## src/rtl/fft64_sdf_ctrl.sv

```systemverilog
// Sequencer for a 6-stage radix-2 SDF 64-point FFT: advance enable, butterfly selects, twiddles, output framing.
// Optional macro BITREV_ADDR_EN builds the bit-reversed natural-order output index.
module fft64_sdf_ctrl #(
    parameter int MULT_LAT = 0
) (
    input  logic        clk,
    input  logic        rst_n,
    input  logic        in_valid,
    output logic        in_ready,
    output logic        adv,
    output logic        zero_in,
    output logic [5:0]  sel,
    output logic [29:0] tw_exp,
    output logic        out_valid,
    output logic        out_last,
    output logic [5:0]  out_idx,
    output logic        busy,
    input  logic        err_clr,
    output logic        err_underrun
);

    localparam int TOTAL_LAT = 69 + 5 * MULT_LAT;
    // out_act is loaded one advance before the final register receives sample 0,
    // so the registered out_valid lands exactly on the first output sample.
    localparam int         ACT_POS    = TOTAL_LAT - 2;
    localparam logic [5:0] ACT_CNT    = 6'(ACT_POS % 64);
    localparam bit         TAG_SEL    = 1'(ACT_POS / 64);
    localparam logic [6:0] DRAIN_LOAD = 7'(TOTAL_LAT - 1);

    // Advance offset at which stage k sees sample 0 of a frame.
    function automatic int stage_l(input int k);
        int l;
        l = 0;
        for (int i = 0; i < k; i++) begin
            l += (32 >> i) + 1 + MULT_LAT;
        end
        return l;
    endfunction

    typedef enum logic [1:0] {
        IDLE  = 2'd0,
        RUN   = 2'd1,
        DRAIN = 2'd2
    } state_t;

    state_t     state_reg, state_next;
    logic [5:0] cnt_reg;
    logic [6:0] drain_cnt_reg;
    logic [1:0] tag_reg;
    logic       out_act_reg;
    logic       out_valid_reg;
    logic       out_last_reg;
    logic       err_reg;
    logic       accept;
    logic       err_set;
    logic       to_idle;
    logic       cnt_zero;

    assign cnt_zero = (cnt_reg == 6'd0);

    always_comb begin
        state_next = state_reg;
        adv        = 1'b0;
        in_ready   = 1'b1;
        zero_in    = 1'b0;
        accept     = 1'b0;
        err_set    = 1'b0;
        to_idle    = 1'b0;
        case (state_reg)
            IDLE: begin
                accept = in_valid;
                adv    = in_valid;
                if (in_valid) begin
                    state_next = RUN;
                end
            end
            RUN: begin
                adv    = 1'b1;
                accept = in_valid;
                if (!in_valid) begin
                    zero_in = 1'b1;
                    if (cnt_zero) begin
                        state_next = DRAIN;
                    end else begin
                        err_set = 1'b1;
                    end
                end
            end
            DRAIN: begin
                adv      = 1'b1;
                in_ready = cnt_zero;
                accept   = in_valid & cnt_zero;
                zero_in  = ~(in_valid & cnt_zero);
                if (in_valid && cnt_zero) begin
                    state_next = RUN;
                end else if (drain_cnt_reg == 7'd0) begin
                    state_next = IDLE;
                    to_idle    = 1'b1;
                end
            end
            default: begin
                state_next = IDLE;
            end
        endcase
    end

    always_ff @(posedge clk or negedge rst_n) begin
        if (!rst_n) begin
            state_reg     <= IDLE;
            cnt_reg       <= 6'd0;
            drain_cnt_reg <= 7'd0;
            tag_reg       <= 2'b00;
            out_act_reg   <= 1'b0;
            out_valid_reg <= 1'b0;
            out_last_reg  <= 1'b0;
            err_reg       <= 1'b0;
        end else begin
            state_reg <= state_next;
            if (adv) begin
                // Returning to IDLE realigns the frame counter for the next session.
                cnt_reg <= to_idle ? 6'd0 : cnt_reg + 6'd1;
                if (state_reg == RUN && state_next == DRAIN) begin
                    drain_cnt_reg <= DRAIN_LOAD;
                end else if (state_reg == DRAIN && drain_cnt_reg != 7'd0) begin
                    drain_cnt_reg <= drain_cnt_reg - 7'd1;
                end
                if (to_idle) begin
                    tag_reg <= 2'b00;
                end else if (cnt_zero) begin
                    tag_reg <= {tag_reg[0], accept};
                end
                if (to_idle) begin
                    out_act_reg <= 1'b0;
                end else if (cnt_reg == ACT_CNT) begin
                    out_act_reg <= tag_reg[TAG_SEL];
                end
            end
            out_valid_reg <= adv & out_act_reg;
            out_last_reg  <= adv & out_act_reg & (cnt_reg == ACT_CNT);
            if (err_set) begin
                err_reg <= 1'b1;
            end else if (err_clr) begin
                err_reg <= 1'b0;
            end
        end
    end

    genvar gi;

    for (gi = 0; gi < 6; gi++) begin : g_sel
        localparam logic [5:0] LK       = 6'(stage_l(gi) % 64);
        localparam logic [5:0] SEL_MASK = 6'(1 << (5 - gi));
        logic [5:0] rel;
        assign rel     = cnt_reg - LK;
        assign sel[gi] = adv & (|(rel & SEL_MASK));
    end

    // Second half of each 2*D_k block gets exponent (j-D_k)<<k.
    for (gi = 0; gi < 5; gi++) begin : g_tw
        localparam int         DK       = 32 >> gi;
        localparam logic [5:0] OK       = 6'((stage_l(gi) + DK + 1) % 64);
        localparam logic [5:0] HI_MASK  = 6'(DK);
        localparam logic [5:0] LO_MASK  = 6'(DK - 1);
        logic [5:0] m;
        assign m = cnt_reg - OK;
        assign tw_exp[6*gi+5:6*gi] = (adv && (|(m & HI_MASK))) ? ((m & LO_MASK) << gi) : 6'd0;
    end

`ifdef BITREV_ADDR_EN
    localparam logic [5:0] IDX_OFS = 6'((TOTAL_LAT - 1) % 64);
    logic [5:0] idx_next;
    logic [5:0] idx_rev;
    logic [5:0] out_idx_reg;

    assign idx_next = cnt_reg - IDX_OFS;
    for (gi = 0; gi < 6; gi++) begin : g_rev
        assign idx_rev[gi] = idx_next[5-gi];
    end

    always_ff @(posedge clk or negedge rst_n) begin
        if (!rst_n) begin
            out_idx_reg <= 6'd0;
        end else if (adv) begin
            out_idx_reg <= idx_rev;
        end
    end
    assign out_idx = out_idx_reg;
`else
    assign out_idx = 6'd0;
`endif

    assign out_valid    = out_valid_reg;
    assign out_last     = out_last_reg;
    assign busy         = (state_reg != IDLE);
    assign err_underrun = err_reg;

endmodule

```

## config.mk

```make
export PLATFORM = sky130hd
export DESIGN_NAME = fft64_sdf_ctrl
export DESIGN_NICKNAME = d
export VERILOG_FILES = /design/src/rtl/fft64_sdf_ctrl.sv
export SDC_FILE = /design/constraint.sdc
export NUM_CORES = 1
export LEC_CHECK = 0
export CORE_MARGIN = 2
export CORE_UTILIZATION = 51
export CTS_CLUSTER_SIZE = 25
export DETAILED_ROUTE_END_ITERATION = 8
export GPL_TIMING_DRIVEN = 1
export HOLD_SLACK_MARGIN = 0.1
export PLACE_DENSITY = 0.83
export RECOVER_POWER = 25
export SYNTH_ARGS = -nofsm -noshare
export SYNTH_HDL_FRONTEND = slang
export SYNTH_SLANG_ARGS = --single-unit
```

## constraint.sdc

```tcl
create_clock -name clk -period 7.5 [get_ports clk]
set_clock_uncertainty 0.05 [all_clocks]
set_input_delay 1.875 -clock clk [delete_from_list [all_inputs] [get_ports clk]]
set_output_delay 1.875 -clock clk [all_outputs]
set_load 0.1 [all_outputs]
```

**Yosys cells after proc, flatten, opt, wreduce, memory -nomap -nowiden**

Cells that the tools add are included.

- Add/subtract/negate cells: 6
- Equality and inequality tests: 4
- Muxes and demuxes: 31
- Bitwise gates (word level): 10
- Reductions and logical operators: 22

Operators with widths:

| cell | count |
|---|---|
| $mux W5 | 5 |
| $mux W2 | 7 |
| $mux W7 | 2 |
| $mux W1 | 12 |
| $reduce_bool A2 Y1 | 5 |
| $and A1 B1 Y1 | 9 |
| $logic_and A1 B1 Y1 | 8 |
| $logic_not A7 Y1 | 1 |
| $reduce_bool A7 Y1 | 1 |
| $sub A7 B1 Y7 const B | 1 |
| $add A6 B1 Y6 const B | 1 |
| $eq A6 B2 Y1 const B | 1 |
| $logic_not A6 Y1 | 1 |
| $mux W6 | 1 |
| $pmux W1 S2 | 3 |
| $pmux W2 S3 | 1 |
| $reduce_and A2 Y1 | 3 |
| $sub A6 B6 Y6 const B | 1 |
| $sub A5 B5 Y5 const B | 1 |
| $eq A2 B2 Y1 const B | 2 |
| $reduce_or A2 Y1 | 2 |
| $sub A4 B4 Y4 const B | 1 |
| $eq A2 B1 Y1 const B | 1 |
| $logic_not A2 Y1 | 1 |
| other kinds (2) | 2 |

- Bits in registers: 21
- Input bits: 4
- Output and inout port bits: 49

**Longest topological paths before layout**

Gate-level depths: netlist of the first run.

- Word-level depth: 8
- Gate-level depth with buffers: 9
- Gate-level depth less buffers: 7

**Least setup slack after synthesis of the first run**

No wires, ideal clock.

- Kind: input port to output port
- Start point: input port in_valid
- End point: output port tw_exp[16]
- Arrival: 5,365 ps
- Slack: 210 ps
- Cell stages on the path: 5
- Path buffers: 1
- Cells stage by stage: and2_1 > o21ai_0 > clkbuf_1 > nor3_1 > and2_1

- Cells in the longest elaborated chain, start to end: 3

Ends and longest elaborated chain:

| item | line | RTL |
|---|---|---|
| from (decl) | 8 | `input logic in_valid,` |
| $pmux W1 S2 | 69 | `case (state_reg)` |
| $logic_and A1 B1 Y1 | 166 | `assign tw_exp[6*gi+5:6*gi] = (adv && (\|(m & HI_MASK))) ? ((m & LO_MASK) << gi) : 6'd0;` |
| $mux W5 | 166 |  |
| to (decl) | 13 | `output logic [29:0] tw_exp,` |

No other way between the ends.

**Worst setup path after layout of the first run**

- Start point: input port in_valid
- End point: output port tw_exp[8]

The elaborated chain is that of the path after synthesis.

==> summary.md, run 1 <==
| Metric | Value |
|---|---|
| Outcome | complete, no violations |
| Synth Cell Area | 1720 sq um |
| Hold Path Depth | 1 |
| Gr ovfl total | 0 |
| Reg clk slew, reported paths | 0.13 ns |
| Register area share after synthesis | 30.5% |
| Reg2Reg Depth | 7 |
| Routed via count | 1472 |
| CP arrival | 4.55 ns |
| Ys Warns | 0 |
| Num CTS Buffers | 3 |
| Max Root-Sink Buffers | 2 |
| Cell variety after synth | 46 |
| Root buffer cell | clkbuf_4 |
| WL per Instance | 13.8 um |
| Max_cap viols | 0 |
| HPWL after DPL | 2.80 mm |
| Clk sink count | 21 |
| GRT Total Usage | 21.6% |
| R2R Path End | drain_cnt_reg[3] |
| GR Util met1 | 28.3% |
| Initial antenna violation count | 0 |
| 1st-iter DRT viols | 58 |
| CTS HTree Levels | 1 |
| Number of gates resized after cts | 0 |
| Worst flop-to-flop path startpoint | cnt_reg[1] |
| # port buffers | 31 |
| M2 GR Usage | 36.6% |
| Max Clk Rate | 0.155 GHz |
| Fraction of layout cells with a size suffix above 1 | 11.2% |
| Largest net degree at the start of global routing | 22 |
| CP Capture Type | primary output |
| Met3 usage | 4.35% |
| Critical Path RT | 5.58 ns |
| Placer Congestion | 0.854 |
| Starting Density | 52.4% |
| Slew Limit Fails | 0 |
| Top FF cell, synth | dfrtp_1 |
| Post-Syn Area per Cell | 8.43 sq um |
| Worst slack, placed | 1.11 ns |
| Core area | 3280 sq um |
| Crit path time final | 6.47 ns |
| Post-CTS setup buffer count | 0 |
| Drt first pass iters | 4 |
| Final Net Count | 248 |
| Std-Cell Rows | 21 |
| Post-synthesis async set-or-reset flop share | 100% |
| Die H | 62.1 um |
| Total length of routed wires | 3.83 mm |
| Hold-fix buffers, CTS | 0 |
| Antenna Cells | 0 |
| Worst-skew pair later-pin latency | 0.31 ns |
| Number of flip-flops in the largest register | 7 |
| Area of the die | 3850 sq um |
| Residual DRC | 0 |
| Post-route ant nets | 0 |
| Avg Vias per Cell | 5.29 |
| Global-route wire length before repair | 6.17 mm |
| Fin Setup TNS | 0 ns |
| Crit path launch type | primary input |
| Worst slew pin tran | 0.978 ns |
| Normalized max-slew margin | 34.6% |
| CP startpoint | in_valid |
| Hold WC Path Type | reg -> reg |
| Post-synth EDFFs | 0 |
| Reg2Reg Setup Slack | 4.95 ns |
| Post-Synthesis Cells | 204 |
| Final setup margin | 1.03 ns |
| #FFs+latches synth | 21 |
| Endpoints failing hold | 0 |
| Setup violators final | 0 |
| Hold Crit Start | tag_reg[0] |
| Final Cycle Share | 86.3% |
| Worst-path fanout max | 13 |
| Grt peak-use layer | met2 |
| IO Count | 53 |
| Area delta synth->final | 15.3% |
| RSZ-0062 raised after global routing | false |
| Die X | 62.1 um |
| CTS tree | yes |
| Number of global-route vias before repair | 1349 |
| Setup CP Type | in -> out |
| Hold Path End | tag_reg[0] |
logic make-up (layout without fill, tap and decap cells):
| family | count (synthesis) | in the layout | share of synthesized area, % |
|---|---|---|---|
| other | 1 | 21 | 0.218 |
| buffers and inverters | 41 | 49 | 13.6 |
| and+or+nand+nor | 78 | 78 | 25.7 |
| muxes | 2 | 2 | 1.24 |
| AOI/OAI and AO/OA | 42 | 42 | 16.6 |
| DFF | 21 | 21 | 30.5 |
| xor gates and xnor gates | 8 | 8 | 4.07 |
| adders and majority gates | 11 | 11 | 8.00 |
worst max-delay path by stage:
stage / end / cells past startpoint
floorplan: tw_exp[16] / 5
global placement: tw_exp[14] / 6
detailed placement: tw_exp[8] / 6
CTS: tw_exp[8] / 6
global route: tw_exp[14] / 6
finish: tw_exp[8] / 6
stage by stage:
stage	std cells	util, %	instance area, sq um	hold slack (ns)
detailed placement	274	59.6	1960	0.421
floorplan	224	-	1800	0.400
finish	278	60.4	1980	0.451
CTS	278	60.4	1980	0.451
global placement	274	59.6	1960	0.415
global route	278	60.4	1980	0.464
layer usage:
layer / wire length [um] / vias up
li1: - / 722
met1: 1750 / 699
met2: 1870 / 49
met3: 187 / 2
met4: 23 / 0
met5: 0 / -
layout make-up:
type / instances / area, sq um
Sequential cell: 21 / 526
Fill cell: 289 / 1300
Clock buffer: 3 / 22.5
Multi-Input combinational cell: 162 / 1040
Inverter: 12 / 45.0
Timing Repair Buffer: 33 / 293
Clock inverter: 1 / 5.00
Tap cell: 46 / 57.6
cell usage after synthesis, types with 2 or more instances:
cell	number	area [sq um]
and3_1	8	50.1
inv_1	12	45.0
xnor2_1	7	61.3
a21o_1	4	30.0
nand3_1	2	10.0
nor4b_1	2	17.5
and2_1	7	43.8
buf_4	21	158
a21oi_1	6	30.0
o31ai_1	2	15.0
nor4_1	4	25.0
nand2_1	4	15.0
o21ai_0	13	65.1
a32o_1	3	30.0
dfrtp_1	21	526
nor2b_1	6	37.5
nand2b_1	2	12.5
ha_1	11	138
clkbuf_1	6	22.5
nor3_1	9	45.0
a22o_1	4	35.0
nor2_1	26	97.6
placed cells by master (no fill, tap or decap), types with 2 or more instances in the layout:
cell / instances
buf_4: 15
o31ai_1: 2
nand2b_1: 2
a32o_1: 3
clkdlybuf4s50_1: 16
dlygate4sd3_1: 2
nand2_1: 4
o21ai_1: 2
nor2b_1: 6
a21oi_1: 6
xnor2_1: 7
ha_1: 11
and2_1: 7
conb_1: 21
o21ai_0: 12
nor2_1: 26
a22o_1: 4
dfrtp_1: 21
nor4_1: 4
nor3_1: 9
a21o_1: 4
nor4b_1: 2
clkbuf_4: 3
inv_1: 12
nand3_1: 2
and3_1: 8
critical path, stage by stage:
cell and delay (ns):
dlygate4sd3_1 0.67, and2_1 0.19, o21ai_1 0.19, buf_4 0.26, nor3_1 0.18, clkdlybuf4s50_1 1.16
Power of run 1 is not shown: default switching activity piles up to over one toggle a cycle in this logic, so the estimate is an artifact.
==> run 2: changes to the inputs <==
--- a/config.mk
+++ b/config.mk
@@ -5,6 +5,7 @@
 export SDC_FILE = /design/constraint.sdc
 export NUM_CORES = 1
 export LEC_CHECK = 0
+export CORE_ASPECT_RATIO = 0.75
 export CORE_MARGIN = 2
 export CORE_UTILIZATION = 51
 export CTS_CLUSTER_SIZE = 25
==> summary.md, run 2 (synthesis gave the netlist of run 1 again) <==
| Metric | Value |
|---|---|
| Placer Congestion | 0.892 (+4.4%) |
| Number of global-route vias before repair | 1259 (-6.7%) |
| # port buffers | 31 (unchanged) |
| WL per Instance | 14.1 um (+2.3%) |
| Total length of routed wires | 3.82 mm (-0.23%) |
| Hold-fix buffers, CTS | 0 (unchanged) |
| Std-Cell Rows | 18 (-14%) |
| Root buffer cell | clkbuf_8 |
| Fill cell count | 294 (+1.7%) |
| Initial antenna violation count | 0 (unchanged) |
| Normalized max-slew margin | 33.8% (-0.78 points) |
| Core area | 3270 sq um (-0.57%) |
| CTS HTree Levels | 1 (unchanged) |
| Max_cap viols | 0 (unchanged) |
| Slew Limit Fails | 0 (unchanged) |
| Drt first pass iters | 4 (unchanged) |
| CP arrival | 4.50 ns (-0.05 ns) |
| Max Clk Rate | 0.156 GHz (+0.74%) |
| CP Capture Type | primary output |
| Footprint of the multi-input gates | 1040 sq um (unchanged) |
| Fin Setup TNS | 0 ns (unchanged) |
| Area of the die | 3860 sq um (+0.13%) |
| Most common cell after layout, fill and taps aside | nor2_1 |
| CTS tree | yes |
| Clk sink count | 21 (unchanged) |
| M2 GR Usage | 30.5% (-6.1 points) |
| Worst-path fanout max | 21 (+8) |
| GR Util met1 | 31.1% (+2.7 points) |
| IO Count | 53 (unchanged) |
| 1st-iter DRT viols | 120 (+110%) |
| Post-route ant nets | 0 (unchanged) |
| Area delta synth->final | 15.6% |
| Largest net degree at the start of global routing | 22 (unchanged) |
| Gr ovfl total | 0 (unchanged) |
| Number of flip-flops in the largest register | 7 (unchanged) |
| Die X | 71.1 um (+14%) |
| Grt peak-use layer | met1 |
| Reg area | 526 sq um (unchanged) |
| RSZ-0062 raised after global routing | false |
| Starting Density | 52.7% (+0.30 points) |
| Number of gates resized after cts | 0 (unchanged) |
| Crit path launch type | primary input |
| Setup violators final | 0 (unchanged) |
| GRT Total Usage | 20.7% (-0.89 points) |
| Antenna Cells | 0 (unchanged) |
| Most frequent cells in the layout | 26 x nor2_1, 21 x conb_1, 21 x dfrtp_1 |
| Num CTS Buffers | 3 (unchanged) |
| Worst-skew pair later-pin latency | 0.26 ns (-0.05 ns) |
| Max Root-Sink Buffers | 2 (unchanged) |
| Residual DRC | 0 (unchanged) |
| Met3 usage | 4.79% (+0.44 points) |
| Routed via count | 1500 (+1.9%) |
| HPWL after DPL | 2.94 mm (+5.3%) |
| Endpoints failing hold | 0 (unchanged) |
| Worst slew pin tran | 0.990 ns (+0.0117 ns) |
| Final Net Count | 247 (-0.40%) |
| Die H | 54.3 um (-13%) |
| Hold WC Path Type | reg -> reg |
| Outcome | complete, no violations |
| Final Cycle Share | 85.7% (-0.63 points) |
| Avg Vias per Cell | 5.54 (+4.5%) |
| Fraction of layout cells with a size suffix above 1 | 10.8% (-0.38 points) |
| Global-route wire length before repair | 6.20 mm (+0.57%) |
| Reg clk slew, reported paths | 0.07 ns (-0.06 ns) |
| Critical Path RT | 5.58 ns (about the same) |
| Crit path time final | 6.42 ns (-0.0475 ns) |
| Setup CP Type | in -> out |
| Post-CTS setup buffer count | 0 (unchanged) |
[run 2: area by class of cell]
cell class              count  share of cell area, %
flip-flops and latches     21                   26.4
clock buffers               3                   2.08
inverters                  12                   2.27
clock inverters             1                  0.252
well taps                  40                   2.52
repair buffers             32                   14.3
multi-input cells         162                   52.1
[run 2: metal layers]
layer	share of wire [%]	wire, um
met2	44	1680
met1	49	1880
met3	6.8	261
met5	0	0
met4	0.21	8
[run 2: final timing paths]
| kind | from | end | slack, ns | cells after the start |
|---|---|---|---|---|
| worst min register to register | drain_cnt_reg[5] | drain_cnt_reg[5] | 0.44 | 1 |
| min in group asynchronous | rst_n | state_reg[1] | 2.17 | 1 |
| worst min-delay path | drain_cnt_reg[5] | drain_cnt_reg[5] | 0.44 | 1 |
| max in group asynchronous | rst_n | out_act_reg | 4.63 | 1 |
| worst max register to register | state_reg[0] | drain_cnt_reg[3] | 4.82 | 8 |
| worst max-delay path | in_valid | tw_exp[3] | 1.08 | 8 |
[run 2: worst max-delay path, stage by stage]
cell and delay, ns:
dlygate4sd3_1 0.64, and2_1 0.20, o21ai_1 0.59, buf_4 0.30, inv_1 0.26, o21ai_0 0.28
nor2_1 0.10, buf_4 0.25
[run 2: stage by stage]
stage          worst slack [ns]  hold slack, ns  cells  utilization, %  area, sq um
2_1_floorplan             0.210           0.400    224               -         1800
3_3_place_gp               1.26           0.416    267            59.5         1940
3_5_place_dp               1.17           0.418    267            59.5         1940
4_1_cts                    1.19           0.443    271            60.9         1990
5_1_grt                   0.839           0.468    271            60.9         1990
6_report                   1.08           0.441    271            60.9         1990
Power of run 2 is left out for the same reason.
==> run 3: changes to the inputs <==
--- a/config.mk
+++ b/config.mk
@@ -12,7 +12,7 @@
 export DETAILED_ROUTE_END_ITERATION = 8
 export GPL_TIMING_DRIVEN = 1
 export HOLD_SLACK_MARGIN = 0.1
-export PLACE_DENSITY = 0.83
+export PLACE_DENSITY = 0.91
 export RECOVER_POWER = 25
 export SYNTH_ARGS = -nofsm -noshare
 export SYNTH_HDL_FRONTEND = slang
==> constraint.sdc (replaced) <==
create_clock -name clk -period 7.5 [get_ports clk]
set_clock_uncertainty 0.05 [all_clocks]
set_input_delay 1.125 -clock clk [delete_from_list [all_inputs] [get_ports clk]]
set_output_delay 1.125 -clock clk [all_outputs]
set_load 0.1 [all_outputs]
==> summary.md, run 3 (synthesis gave the netlist of run 1 again) <==
| Metric | Value |
|---|---|
| Outcome | complete, no violations |
| Most frequent cells in the layout | 30 x clkdlybuf4s50_1, 26 x nor2_1, 21 x conb_1, 21 x dfrtp_1 |
| Starting Density | 52.7% (unchanged) |
| Normalized max-slew margin | 32.1% (-1.8 points) |
| Reg2Reg Setup Slack | 4.69 ns (-0.13 ns) |
| Total length of routed wires | 3.81 mm (-0.29%) |
| CP Capture Type | primary output |
| Std-Cell Rows | 18 (unchanged) |
| IO Count | 53 (unchanged) |
| CTS tree | yes |
| Antenna Cells | 0 (unchanged) |
| Area delta synth->final | 17.2% |
| Post-route ant nets | 0 (unchanged) |
| Reg clk slew, reported paths | 0.07 ns (about the same) |
| Die X | 71.1 um (unchanged) |
| Number of gates resized after cts | 0 (unchanged) |
| Setup violators final | 0 (unchanged) |
| Worst-skew pair later-pin latency | 0.27 ns (about the same) |
| Initial antenna violation count | 0 (unchanged) |
| Post-CTS setup buffer count | 0 (unchanged) |
| Worst-path fanout max | 21 (unchanged) |
| Final Net Count | 247 (unchanged) |
| Fin Setup TNS | 0 ns (unchanged) |
| Clk sink count | 21 (unchanged) |
| RSZ-0062 raised after global routing | false |
| Core area | 3270 sq um (unchanged) |
| CP dominant cell by count | clkdlybuf4s50_1 |
| Root buffer cell | clkbuf_8 |
| Worst path cell trace | clkdlybuf4s50_1, and2_1, o21ai_1, buf_4, inv_1, o21ai_0, nor2_1, clkdlybuf4s50_1 |
| WL per Instance | 14.1 um (-0.29%) |
| Max_cap viols | 0 (unchanged) |
| Slew Limit Fails | 0 (unchanged) |
| CP arrival | 4.33 ns (-0.17 ns) |
| Slowest stage delay, CP | 1.17 ns (+0.53 ns) |
| Number of flip-flops in the largest register | 7 (unchanged) |
| Num CTS Buffers | 3 (unchanged) |
| Hold WC Path Type | reg -> reg |
| # port buffers | 31 (unchanged) |
| Number of global-route vias before repair | 1220 (-3.1%) |
| Die H | 54.3 um (unchanged) |
| Residual DRC | 0 (unchanged) |
| Drt first pass iters | 4 (unchanged) |
| CTS HTree Levels | 1 (unchanged) |
| Slowest-stage cell, CP | clkdlybuf4s50_1 |
| Most common cell after layout, fill and taps aside | clkdlybuf4s50_1 |
| Routed via count | 1498 (-0.13%) |
| Gr ovfl total | 0 (unchanged) |
| Endpoints failing hold | 0 (unchanged) |
| Footprint of the multi-input gates | 1030 sq um (-0.48%) |
| Setup CP Type | in -> out |
| Final Cycle Share | 73.3% (-12 points) |
| HPWL after DPL | 2.92 mm (-0.86%) |
| 1st-iter DRT viols | 89 (-26%) |
| Reg area | 526 sq um (unchanged) |
| Avg Vias per Cell | 5.53 (-0.13%) |
| Max Clk Rate | 0.182 GHz (+17%) |
| Fraction of layout cells with a size suffix above 1 | 4.76% (-6.1 points) |
| Area of the die | 3860 sq um (unchanged) |
| Crit path time final | 5.50 ns (-0.925 ns) |
| Global-route wire length before repair | 6.13 mm (-1.1%) |
| Hold-fix buffers, CTS | 0 (unchanged) |
| Largest net degree at the start of global routing | 22 (unchanged) |
| Placer Congestion | 0.914 (+2.5%) |
| GRT Total Usage | 20.5% (-0.19 points) |
| Worst slew pin tran | 1.02 ns (+0.0265 ns) |
| Crit path launch type | primary input |
| Fill cell count | 283 (-3.7%) |
| Critical Path RT | 6.32 ns (+0.74 ns) |
| Max Root-Sink Buffers | 2 (unchanged) |
==> run 3: layout make-up <==
class	instances	share of cell area, %
Clock buffer	3	2.05
Clock inverter	1	0.248
Inverter	12	2.23
Multi-Input combinational cell	162	51.1
Sequential cell	21	26.1
Tap cell	40	2.48
Timing Repair Buffer	32	15.8
==> run 3: per-stage QoR <==
step	worst slack (ns)	util [%]	hold slack [ns]	cell area [sq um]	std cells
floorplan	1.71	-	0.400	1800	224
global placement	2.18	60.5	0.413	1970	267
detailed placement	2.02	60.5	0.423	1970	267
CTS	2.03	61.9	0.440	2020	271
global route	1.80	61.7	0.449	2020	271
finish	2.00	61.7	0.441	2020	271
==> run 3: final timing paths <==
kind                                  from          endpoint  cells past startpoint
worst max register to register  cnt_reg[1]  drain_cnt_reg[3]                      7
min in group asynchronous            rst_n         out_valid                      1
worst min register to register  tag_reg[0]        tag_reg[0]                      1
worst min-delay path            tag_reg[0]        tag_reg[0]                      1
worst max-delay path              in_valid         tw_exp[4]                      8
max in group asynchronous            rst_n        cnt_reg[0]                      1
==> run 3: per-layer routing <==
metal | track usage, % | part of all wire [%]
met5 | 0 | 0
met4 | 3.77 | 0.63
met3 | 4.42 | 6.2
met2 | 31.2 | 44
met1 | 30.2 | 49
==> run 3: worst max-delay path, delay by kind of cell <==
| family | cells | cell delay [ns] |
|---|---|---|
| buffers and inverters | 4 | 2.39 |
| and+or+nand+nor | 2 | 0.40 |
| AOI/OAI and AO/OA | 2 | 0.40 |
Power of run 3 is left out for the same reason.
